## src/rtl/ctrl_seq_pkg.sv

```systemverilog
// Shared CPU package: operand-select, opcode, condition and sequencer state
// types, plus the EXEC-cycle strobe decode used by ctrl_seq.
package ctrl_seq_pkg;

    typedef enum logic [1:0] {
        DS_MEM = 2'b00,
        DS_IMM = 2'b01,
        DS_IND = 2'b10,
        DS_REG = 2'b11
    } data_src_t;

    typedef enum logic [2:0] {
        OP_NOP   = 3'b000,
        OP_ALU   = 3'b001,
        OP_ALUNC = 3'b010,
        OP_ST    = 3'b011,
        OP_JMP   = 3'b100,
        OP_CALL  = 3'b101,
        OP_RET   = 3'b110,
        OP_HALT  = 3'b111
    } opcode_t;

    typedef enum logic [2:0] {
        CC_ALWAYS = 3'b000,
        CC_Z      = 3'b001,
        CC_NZ     = 3'b010,
        CC_CY     = 3'b011,
        CC_NCY    = 3'b100,
        CC_S      = 3'b101,
        CC_O      = 3'b110,
        CC_NO     = 3'b111
    } cond_t;

    typedef enum logic [2:0] {
        ST_FETCH  = 3'b000,
        ST_DECODE = 3'b001,
        ST_MEMRD  = 3'b010,
        ST_EXEC   = 3'b011,
        ST_HALT   = 3'b100
    } state_t;

    typedef struct packed {
        logic cy;
        logic z;
        logic s;
        logic o;
    } flags_t;

    typedef struct packed {
        logic ce_a;
        logic ce_cy;
        logic mem_we;
        logic reg_we;
    } strobes_t;

    // Operand 00/10 select a memory operand, which costs an extra MEMRD cycle.
    function automatic logic needs_memrd(opcode_t opc, data_src_t ds);
        return ((opc == OP_ALU) || (opc == OP_ALUNC)) && (ds[0] == 1'b0);
    endfunction

    function automatic strobes_t exec_strobes(opcode_t opc, data_src_t ds);
        strobes_t s;
        s = '0;
        case (opc)
            OP_ALU: begin
                s.ce_a  = 1'b1;
                s.ce_cy = 1'b1;
            end
            OP_ALUNC: s.ce_a = 1'b1;
            OP_ST: begin
                if (ds == DS_REG) begin
                    s.reg_we = 1'b1;
                end else begin
                    s.mem_we = 1'b1;
                end
            end
            default: s = '0;
        endcase
        return s;
    endfunction

endpackage

```

## src/rtl/ctrl_seq_cond_eval.sv

```systemverilog
// Jump condition evaluator: maps a 3-bit condition code and the datapath
// flags to a single taken bit.
module cond_eval
    import ctrl_seq_pkg::*;
(
    input  cond_t  cond,
    input  flags_t flags,
    output logic   taken
);

    // Condition table lookup
    always_comb begin
        taken = 1'b0;
        case (cond)
            CC_ALWAYS: taken = 1'b1;
            CC_Z:      taken = flags.z;
            CC_NZ:     taken = ~flags.z;
            CC_CY:     taken = flags.cy;
            CC_NCY:    taken = ~flags.cy;
            CC_S:      taken = flags.s;
            CC_O:      taken = flags.o;
            CC_NO:     taken = ~flags.o;
            default:   taken = 1'b0;
        endcase
    end

endmodule

```

## src/rtl/ctrl_seq.sv

```systemverilog
// Multi-cycle instruction sequencer: FETCH/DECODE/MEMRD/EXEC/HALT control of
// a small accumulator datapath. Define CTRL_SEQ_CALL_EN to enable CALL/RET.
module ctrl_seq
    import ctrl_seq_pkg::*;
#(
    parameter int WIDTH    = 8,
    parameter int PC_WIDTH = 8
) (
    input  logic                clk,
    input  logic                rst,
    output logic [PC_WIDTH-1:0] imem_addr,
    input  logic [15:0]         imem_data,
    input  logic                flag_cy,
    input  logic                flag_z,
    input  logic                flag_s,
    input  logic                flag_o,
    output data_src_t           data_src,
    output logic [WIDTH-1:0]    immediate,
    output logic [2:0]          op,
    output logic                ce_a,
    output logic                ce_cy,
    output logic [WIDTH-1:0]    mem_addr,
    output logic                mem_we,
    output logic [2:0]          reg_addr,
    output logic                reg_we,
    output logic [PC_WIDTH-1:0] pc,
    output logic                halted
);

    state_t              state_r;
    logic [PC_WIDTH-1:0] pc_r;
    logic [15:0]         ir_r;
    logic                halted_r;
    strobes_t            strobe_r;
`ifdef CTRL_SEQ_CALL_EN
    logic [PC_WIDTH-1:0] link_r;
`endif

    opcode_t             ir_opc_s;
    data_src_t           ir_ds_s;
    cond_t               ir_cond_s;
    opcode_t             dec_opc_s;
    data_src_t           dec_ds_s;
    flags_t              flags_s;
    logic                taken_s;
    logic [PC_WIDTH-1:0] pc_inc_s;
    logic [PC_WIDTH-1:0] pc_tgt_s;
    logic [PC_WIDTH-1:0] pc_next_s;

    assign ir_opc_s  = opcode_t'(ir_r[15:13]);
    assign ir_cond_s = cond_t'(ir_r[12:10]);
    assign ir_ds_s   = data_src_t'(ir_r[9:8]);
    // IR is not loaded until the end of DECODE, so the branch out of DECODE
    // looks at the instruction word straight from memory.
    assign dec_opc_s = opcode_t'(imem_data[15:13]);
    assign dec_ds_s  = data_src_t'(imem_data[9:8]);
    assign flags_s   = {flag_cy, flag_z, flag_s, flag_o};
    assign pc_inc_s  = pc_r + PC_WIDTH'(1);
    assign pc_tgt_s  = PC_WIDTH'(ir_r[7:0]);

    cond_eval u_cond_eval (
        .cond  (ir_cond_s),
        .flags (flags_s),
        .taken (taken_s)
    );

    // Next program counter, applied only at the end of EXEC
    always_comb begin
        pc_next_s = pc_inc_s;
        case (ir_opc_s)
            OP_JMP: begin
                if (taken_s) begin
                    pc_next_s = pc_tgt_s;
                end else begin
                    pc_next_s = pc_inc_s;
                end
            end
`ifdef CTRL_SEQ_CALL_EN
            OP_CALL: pc_next_s = pc_tgt_s;
            OP_RET:  pc_next_s = link_r;
`endif
            default: pc_next_s = pc_inc_s;
        endcase
    end

    // Sequencer FSM; strobes are registered on entry to EXEC so they last one cycle
    always_ff @(posedge clk or negedge rst) begin
        if (!rst) begin
            state_r  <= ST_FETCH;
            pc_r     <= '0;
            ir_r     <= 16'h0000;
            halted_r <= 1'b0;
            strobe_r <= '0;
`ifdef CTRL_SEQ_CALL_EN
            link_r   <= '0;
`endif
        end else begin
            strobe_r <= '0;
            case (state_r)
                ST_FETCH: state_r <= ST_DECODE;
                ST_DECODE: begin
                    ir_r <= imem_data;
                    if (needs_memrd(dec_opc_s, dec_ds_s)) begin
                        state_r <= ST_MEMRD;
                    end else if (dec_opc_s == OP_HALT) begin
                        state_r  <= ST_HALT;
                        halted_r <= 1'b1;
                    end else begin
                        state_r  <= ST_EXEC;
                        strobe_r <= exec_strobes(dec_opc_s, dec_ds_s);
                    end
                end
                ST_MEMRD: begin
                    state_r  <= ST_EXEC;
                    strobe_r <= exec_strobes(ir_opc_s, ir_ds_s);
                end
                ST_EXEC: begin
                    pc_r    <= pc_next_s;
                    state_r <= ST_FETCH;
`ifdef CTRL_SEQ_CALL_EN
                    if (ir_opc_s == OP_CALL) begin
                        link_r <= pc_inc_s;
                    end
`endif
                end
                ST_HALT: begin
                    state_r  <= ST_HALT;
                    halted_r <= 1'b1;
                end
                default: state_r <= ST_FETCH;
            endcase
        end
    end

    assign imem_addr = pc_r;
    assign pc        = pc_r;
    assign halted    = halted_r;
    assign op        = ir_r[12:10];
    assign data_src  = ir_ds_s;
    assign immediate = WIDTH'(ir_r[7:0]);
    assign mem_addr  = WIDTH'(ir_r[7:0]);
    assign reg_addr  = ir_r[2:0];
    assign ce_a      = strobe_r.ce_a;
    assign ce_cy     = strobe_r.ce_cy;
    assign mem_we    = strobe_r.mem_we;
    assign reg_we    = strobe_r.reg_we;

endmodule

```

## config.mk

```make
export PLATFORM = sky130hd
export DESIGN_NAME = ctrl_seq
export DESIGN_NICKNAME = d
export VERILOG_FILES = /design/src/rtl/ctrl_seq_pkg.sv /design/src/rtl/ctrl_seq_cond_eval.sv /design/src/rtl/ctrl_seq.sv
export SDC_FILE = /design/constraint.sdc
export NUM_CORES = 1
export LEC_CHECK = 0
export BUFFER_PORTS_ARGS = -buffer_cell sky130_fd_sc_hd__buf_2
export CORE_ASPECT_RATIO = 1.5
export CORE_UTILIZATION = 43
export DETAILED_ROUTE_END_ITERATION = 6
export GPL_ROUTABILITY_DRIVEN = 0
export GPL_TIMING_DRIVEN = 0
export HOLD_SLACK_MARGIN = 0.02
export PLACE_DENSITY = 0.79
export RECOVER_POWER = 25
export SLEW_MARGIN = 20
export SYNTH_ARGS = -nofsm -noshare
export SYNTH_HDL_FRONTEND = slang
export SYNTH_SLANG_ARGS = --single-unit
export TNS_END_PERCENT = 100
```

## constraint.sdc

```tcl
create_clock -name clk -period 2 [get_ports clk]
set_input_delay 0 -clock clk [delete_from_list [all_inputs] [get_ports clk]]
set_output_delay 0 -clock clk [all_outputs]
set_load 0.005 [all_outputs]
```

# Word-level counts from Yosys, hierarchy flattened
# Cells that the tools add are included.
dict set report word_totals {
  elab_cells 66
  out_inout_bits 45
  romBits 0
  ram_bits 0
  latchBits 0
  reg_bits 32
  n_memories 0
  input_bits 22
}
dict set report op_classes {
  shift 0
  div_mod_pow 0
  n_mul 0
  mux 22
  add_sub_neg 1
  magnitude_cmp 0
  n_bitwise 4
  n_eq_ne 23
  reduce_logical 8
}
# operator count
set op_table {}
lappend op_table {{3-bit by 2-bit == test with 1-bit output (second input constant)} 8}
lappend op_table {{3-bit == test (second input constant)} 7}
lappend op_table {{8-bit two-way mux} 2}
lappend op_table {{3-bit by 1-bit == test with 1-bit output (second input constant)} 4}
lappend op_table {{3-bit one-hot mux with 4 select lines} 1}
lappend op_table {{1-bit two-way mux} 10}
lappend op_table {{8-bit by 1-bit adder with 8-bit output (second input constant)} 1}
lappend op_table {{4-bit two-way mux} 2}
lappend op_table {{1-bit one-hot mux with 8 select lines} 1}
lappend op_table {{4-bit one-hot mux with 2 select lines} 1}
lappend op_table {{3-bit zero test} 2}
lappend op_table {{3-bit two-way mux} 2}
lappend op_table {{2-bit == test (second input constant)} 2}
lappend op_table {{2-bit two-way mux} 2}
lappend op_table {{2-bit inequality test (second input constant)} 2}
lappend op_table {{1-bit NOT} 4}
lappend op_table {{2-bit OR reduction} 2}
lappend op_table {{3-bit AND reduction} 1}
lappend op_table {{1-bit one-hot mux with 2 select lines} 1}
lappend op_table {{2-bit nonzero test} 1}
lappend op_table {{1-bit logical AND} 1}
lappend op_table {{1-bit logical OR} 1}

# Depth between registers and ports, before layout
dict set report depth {
  ltp_word 6
  depth_mapped 6
  mapped_depth_nobuf 5
}

# Cells and area by module
# From an unflattened synthesis, not the netlist that was laid out.
dict set report hier_totals {
  cells_unflattened 168
  area_unflattened_um2 1759.2
}
# module n_inst area_each_um2 cells_per_inst seq_area_each_um2
set modules_own_cells {}
lappend modules_own_cells {ctrl_seq 1 1704.1 160 800.8}
lappend modules_own_cells {cond_eval 1 55.1 8 0.0}

# Least setup slack after synthesis
# Ideal clock, no wire load.
dict set report synth_timing {
  kind {reg-to-reg}
  startpoint {register state_r[1]}
  endpoint {register ir_r[10]}
  setup_slack_ns 0.488
  path_buffers 2
  stages_incl_launch_ff 5
  setup_time_ns 0.125
  period_less_slack_ns 1.512
  required_ns 1.875
  t_arrival_ns 1.387
  path_cell_list {dfrtp_1 buf_2 nor3b_4 buf_4 mux2_2}
}
dict set report synth_via {
  elab_chain_cells 1
}
# item line_no
set synth_rtl {}
lappend synth_rtl {{from (decl)} ctrl_seq.sv:30} ;# state_t state_r;
lappend synth_rtl {{from (signal assigned)} ctrl_seq.sv:89} ;# state_r <= ST_FETCH;
lappend synth_rtl {{from (signal assigned)} ctrl_seq.sv:100} ;# ST_FETCH: state_r <= ST_DECODE;
lappend synth_rtl {{from (signal assigned)} ctrl_seq.sv:104} ;# state_r <= ST_MEMRD;
lappend synth_rtl {{3-bit by 1-bit == test with 1-bit output} ctrl_seq.sv:99} ;# case (state_r)
lappend synth_rtl {{to (signal assigned)} ctrl_seq.sv:102} ;# ir_r <= imem_data;
lappend synth_rtl {{to (decl)} ctrl_seq.sv:32} ;# logic [15:0] ir_r;
# Every way passes these cells.
# A chain may end at the register's enable or synchronous reset.

# Worst setup path after layout
dict set report layout_timing {
  startpoint {register state_r[1]}
  endpoint {register ir_r[13]}
}
# Same word-level chain as after synthesis.

==> impl_results.md <==
* Crit path arrival time at between 1.5 and 2 ns
* Final Setup Violations at 0
* WP buf/inv at 2
* Initial antenna violation count at 0
* Area Growth Syn to Fin at 32.91%
* CP endpoint kind: flip-flop
* Post-route ant nets at 0
* Clk_skew at approximately 0.0064 ns
* CP Max Fanout at 10
* Cells along the critical path: buf_2 -> nor3b_4 -> buf_4 -> mux2_2
* Synth top area share at between 40% and 50%
* Detailed Routing Iterations Pass 1 at 6
* Top FF cell, synth: dfrtp_1
* Power per cell area at 1525 nW/um2
* Clock Path Buffers at 2
* Starting Density at 44.80%
* Post-synth top area cell: dfrtp_1
* Antenna Cells at 0
* Final Power at 0.003821 W
* Startpoint Class: flip-flop
* Die H at a little over 80 um
* Unique cell type count in the Yosys netlist at 48
* Worst slew margin at a little under half
* Later-pin clock latency in the skew report at approximately 0.28 ns
* Clock sinks at 32
* Layout Utilization at roughly 60%
* Global-route wire length before repair at slightly above 7000 um
* CP peak stage delay at 0.43 ns
* DR vias/cell at 5.178
* Fraction of layout cells with a size suffix above 1 at 45.26%
* Syn_nets at 209
* Final #Nets at 296
* Synth top area cells: dfrtp_1 42%, buf_4 14%, mux2_2 7.8%
* Wire length per cell at 13.32 um
* Core area at roughly 4200 um2
* Setup tns final at 0 ns
* Gate family responsible for the most delay along the worst path: buffers and inverters
* Post-Place Cells at around 300
* Unrepaired setup endpoints after global routing: false
* Period utilisation layout at 83.65%
* GRT Util Overall at slightly below 20%
* DRT Wirelength at 4263 um
* Most frequent cells in the layout: 64 x buf_2, 34 x buf_4, 32 x dfrtp_1
* Worst Setup Path Type: flip-flop to flip-flop
* Commonest non-fill, non-tap cell in the layout: buf_2
* Total gr overflow at 0
* Synth Warn # at 0
* Non-Filler Instances at 320
* Die ar. at 4659 um2
* FILL cells at 379
* Pin count of the biggest net entering global routing at 33
* Synthesized instance count at between 150 and 200
* Design Area, Final at 2506 um2
* Io pins at 67
* Number of synthesized flops with an enable pin at 0
* DP Area at 2268 um2
* Clock slew at reported path FFs at 0.06 ns
* Crit path required time at ~2.2 ns
* Clock H-tree levels at 2
* Fmax achieved at 597.8 MHz
* P_leak at 1.184 nW
* Clk root buf: clkbuf_8
* # Post-CTS Setup Buffers at 0
* Maximum vdd drop at 0.9972 mV
* Site Rows at 29
* Worst path slowest cell: nor3b_4
* DRC at 0
* Iter 0 DRT Violations at 28
* Routed via count at approximately 1700
* FF+latch count, synth at 32
* TritonCTS clock tree: yes
* Chip Width at 56.07 um
* Worst Max-Slew Pin Slew at ~0.8 ns
* PortBufs at 65
* Syn_area_per_cell at 10.14 um2
* Number of global-route vias before repair at 1600
* MaxCap Viol Count at 0
* Final Hold Viols at 0
* Async S/R FF share, synth at 100.0%
* Seq/Total Area, Yosys at between 40% and 50%
* Fin crit period at 1.673 ns
* Status: finished clean
* Final HPWL DP at 2979 um
* Hold-fix buffers, CTS at 15
* HP Class: primary input to flip-flop
* Num CTS Buffers at 5
* Final Max Slew Viols at 0
* PostCTS Resize Cnt at 0
* Mapped Area at around 1900 um2
[kinds of logic after synthesis]
family / count (synthesis) / synth area share, %
simple gates: 58 / 16.72
buf+inv: 44 / 16.12
flops: 32 / 42.47
compound gates: 30 / 12.01
mux: 18 / 10.62
xor+xnor: 3 / 1.394
fa+ha+maj: 1 / 0.6635
[cell usage after synthesis, drive strengths merged, types with 2 or more instances]
cell type and count:
nor2 5, or4 2, o22ai 2, clkbuf 5
nor3b 2, nor4 3, mux2i 2, o21a 3
dfrtp 32, inv 2, nand2 22, o31ai 2
nor3 3, nand4 2, nand2b 2, mux2 16
and2 2, xor2 2, a21oi 3, o32ai 6
o211ai 6, buf 37, nand3 6
[power by group]
part	total, W	switching [W]	internal [W]
registers	0.00125	0.000327	0.000923
logic	0.00206	0.000862	0.00120
clock network	0.000506	0.000226	0.000280
total	0.00382	0.00141	0.00241
[through the flow]
step,worst slack (ns),hold WS (ns)
after floorplan,0.4883,-0.2956
after global placement,0.3133,0.09614
after detailed placement,0.3023,0.1008
after CTS,0.3031,0.03260
after global routing,0.1716,0.05586
final,0.3271,0.04610
[flip-flops by register name, summed over array words and instances, names as in the netlist]
register	flops
reg_we	1
halted	1
imem_addr	8
ce_cy	1
ce_a	1
mem_we	1
ir_r	16
state_r	3
[per-layer routing]
metal / up-vias / global-route usage, % / share of wire (%)
met5: - / 0 / 0
met4: 0 / 7.982 / 1.6
met3: 6 / 4.673 / 3.2
met2: 35 / 36.80 / 58
met1: 805 / 20.84 / 37
li1: 811 / - / -
[cell type report]
type	instances	area (um2)	area share (%)
repair buffers	80	473.0	18.87
well taps	46	57.56	2.297
flip-flops and latches	32	800.8	31.95
multi-input cells	110	780.7	31.15
plain buffers	42	296.5	11.83
inverters	2	7.507	0.2996
clock buffers	8	90.09	3.595
[path summary, 6_finish.rpt]
kind	start	end	slack, ns	cells after the start
worst min-delay path	imem_data[14]	ir_r[14]$_DFFE_PN0P_	0.05	2
worst max-delay path	state_r[1]$_DFF_PN0_	ir_r[13]$_DFFE_PN0P_	0.33	4
min in group asynchronous	rst	imem_addr[3]$_DFFE_PN0N_	0.33	2
max in group asynchronous	rst	reg_we$_DFF_PN0_	1.16	2
worst max register to register	state_r[1]$_DFF_PN0_	ir_r[13]$_DFFE_PN0P_	0.33	4
worst min register to register	halted$_DFFE_PN0P_	halted$_DFFE_PN0P_	0.47	1
No activity file was read; power rests on OpenSTA's default activity.
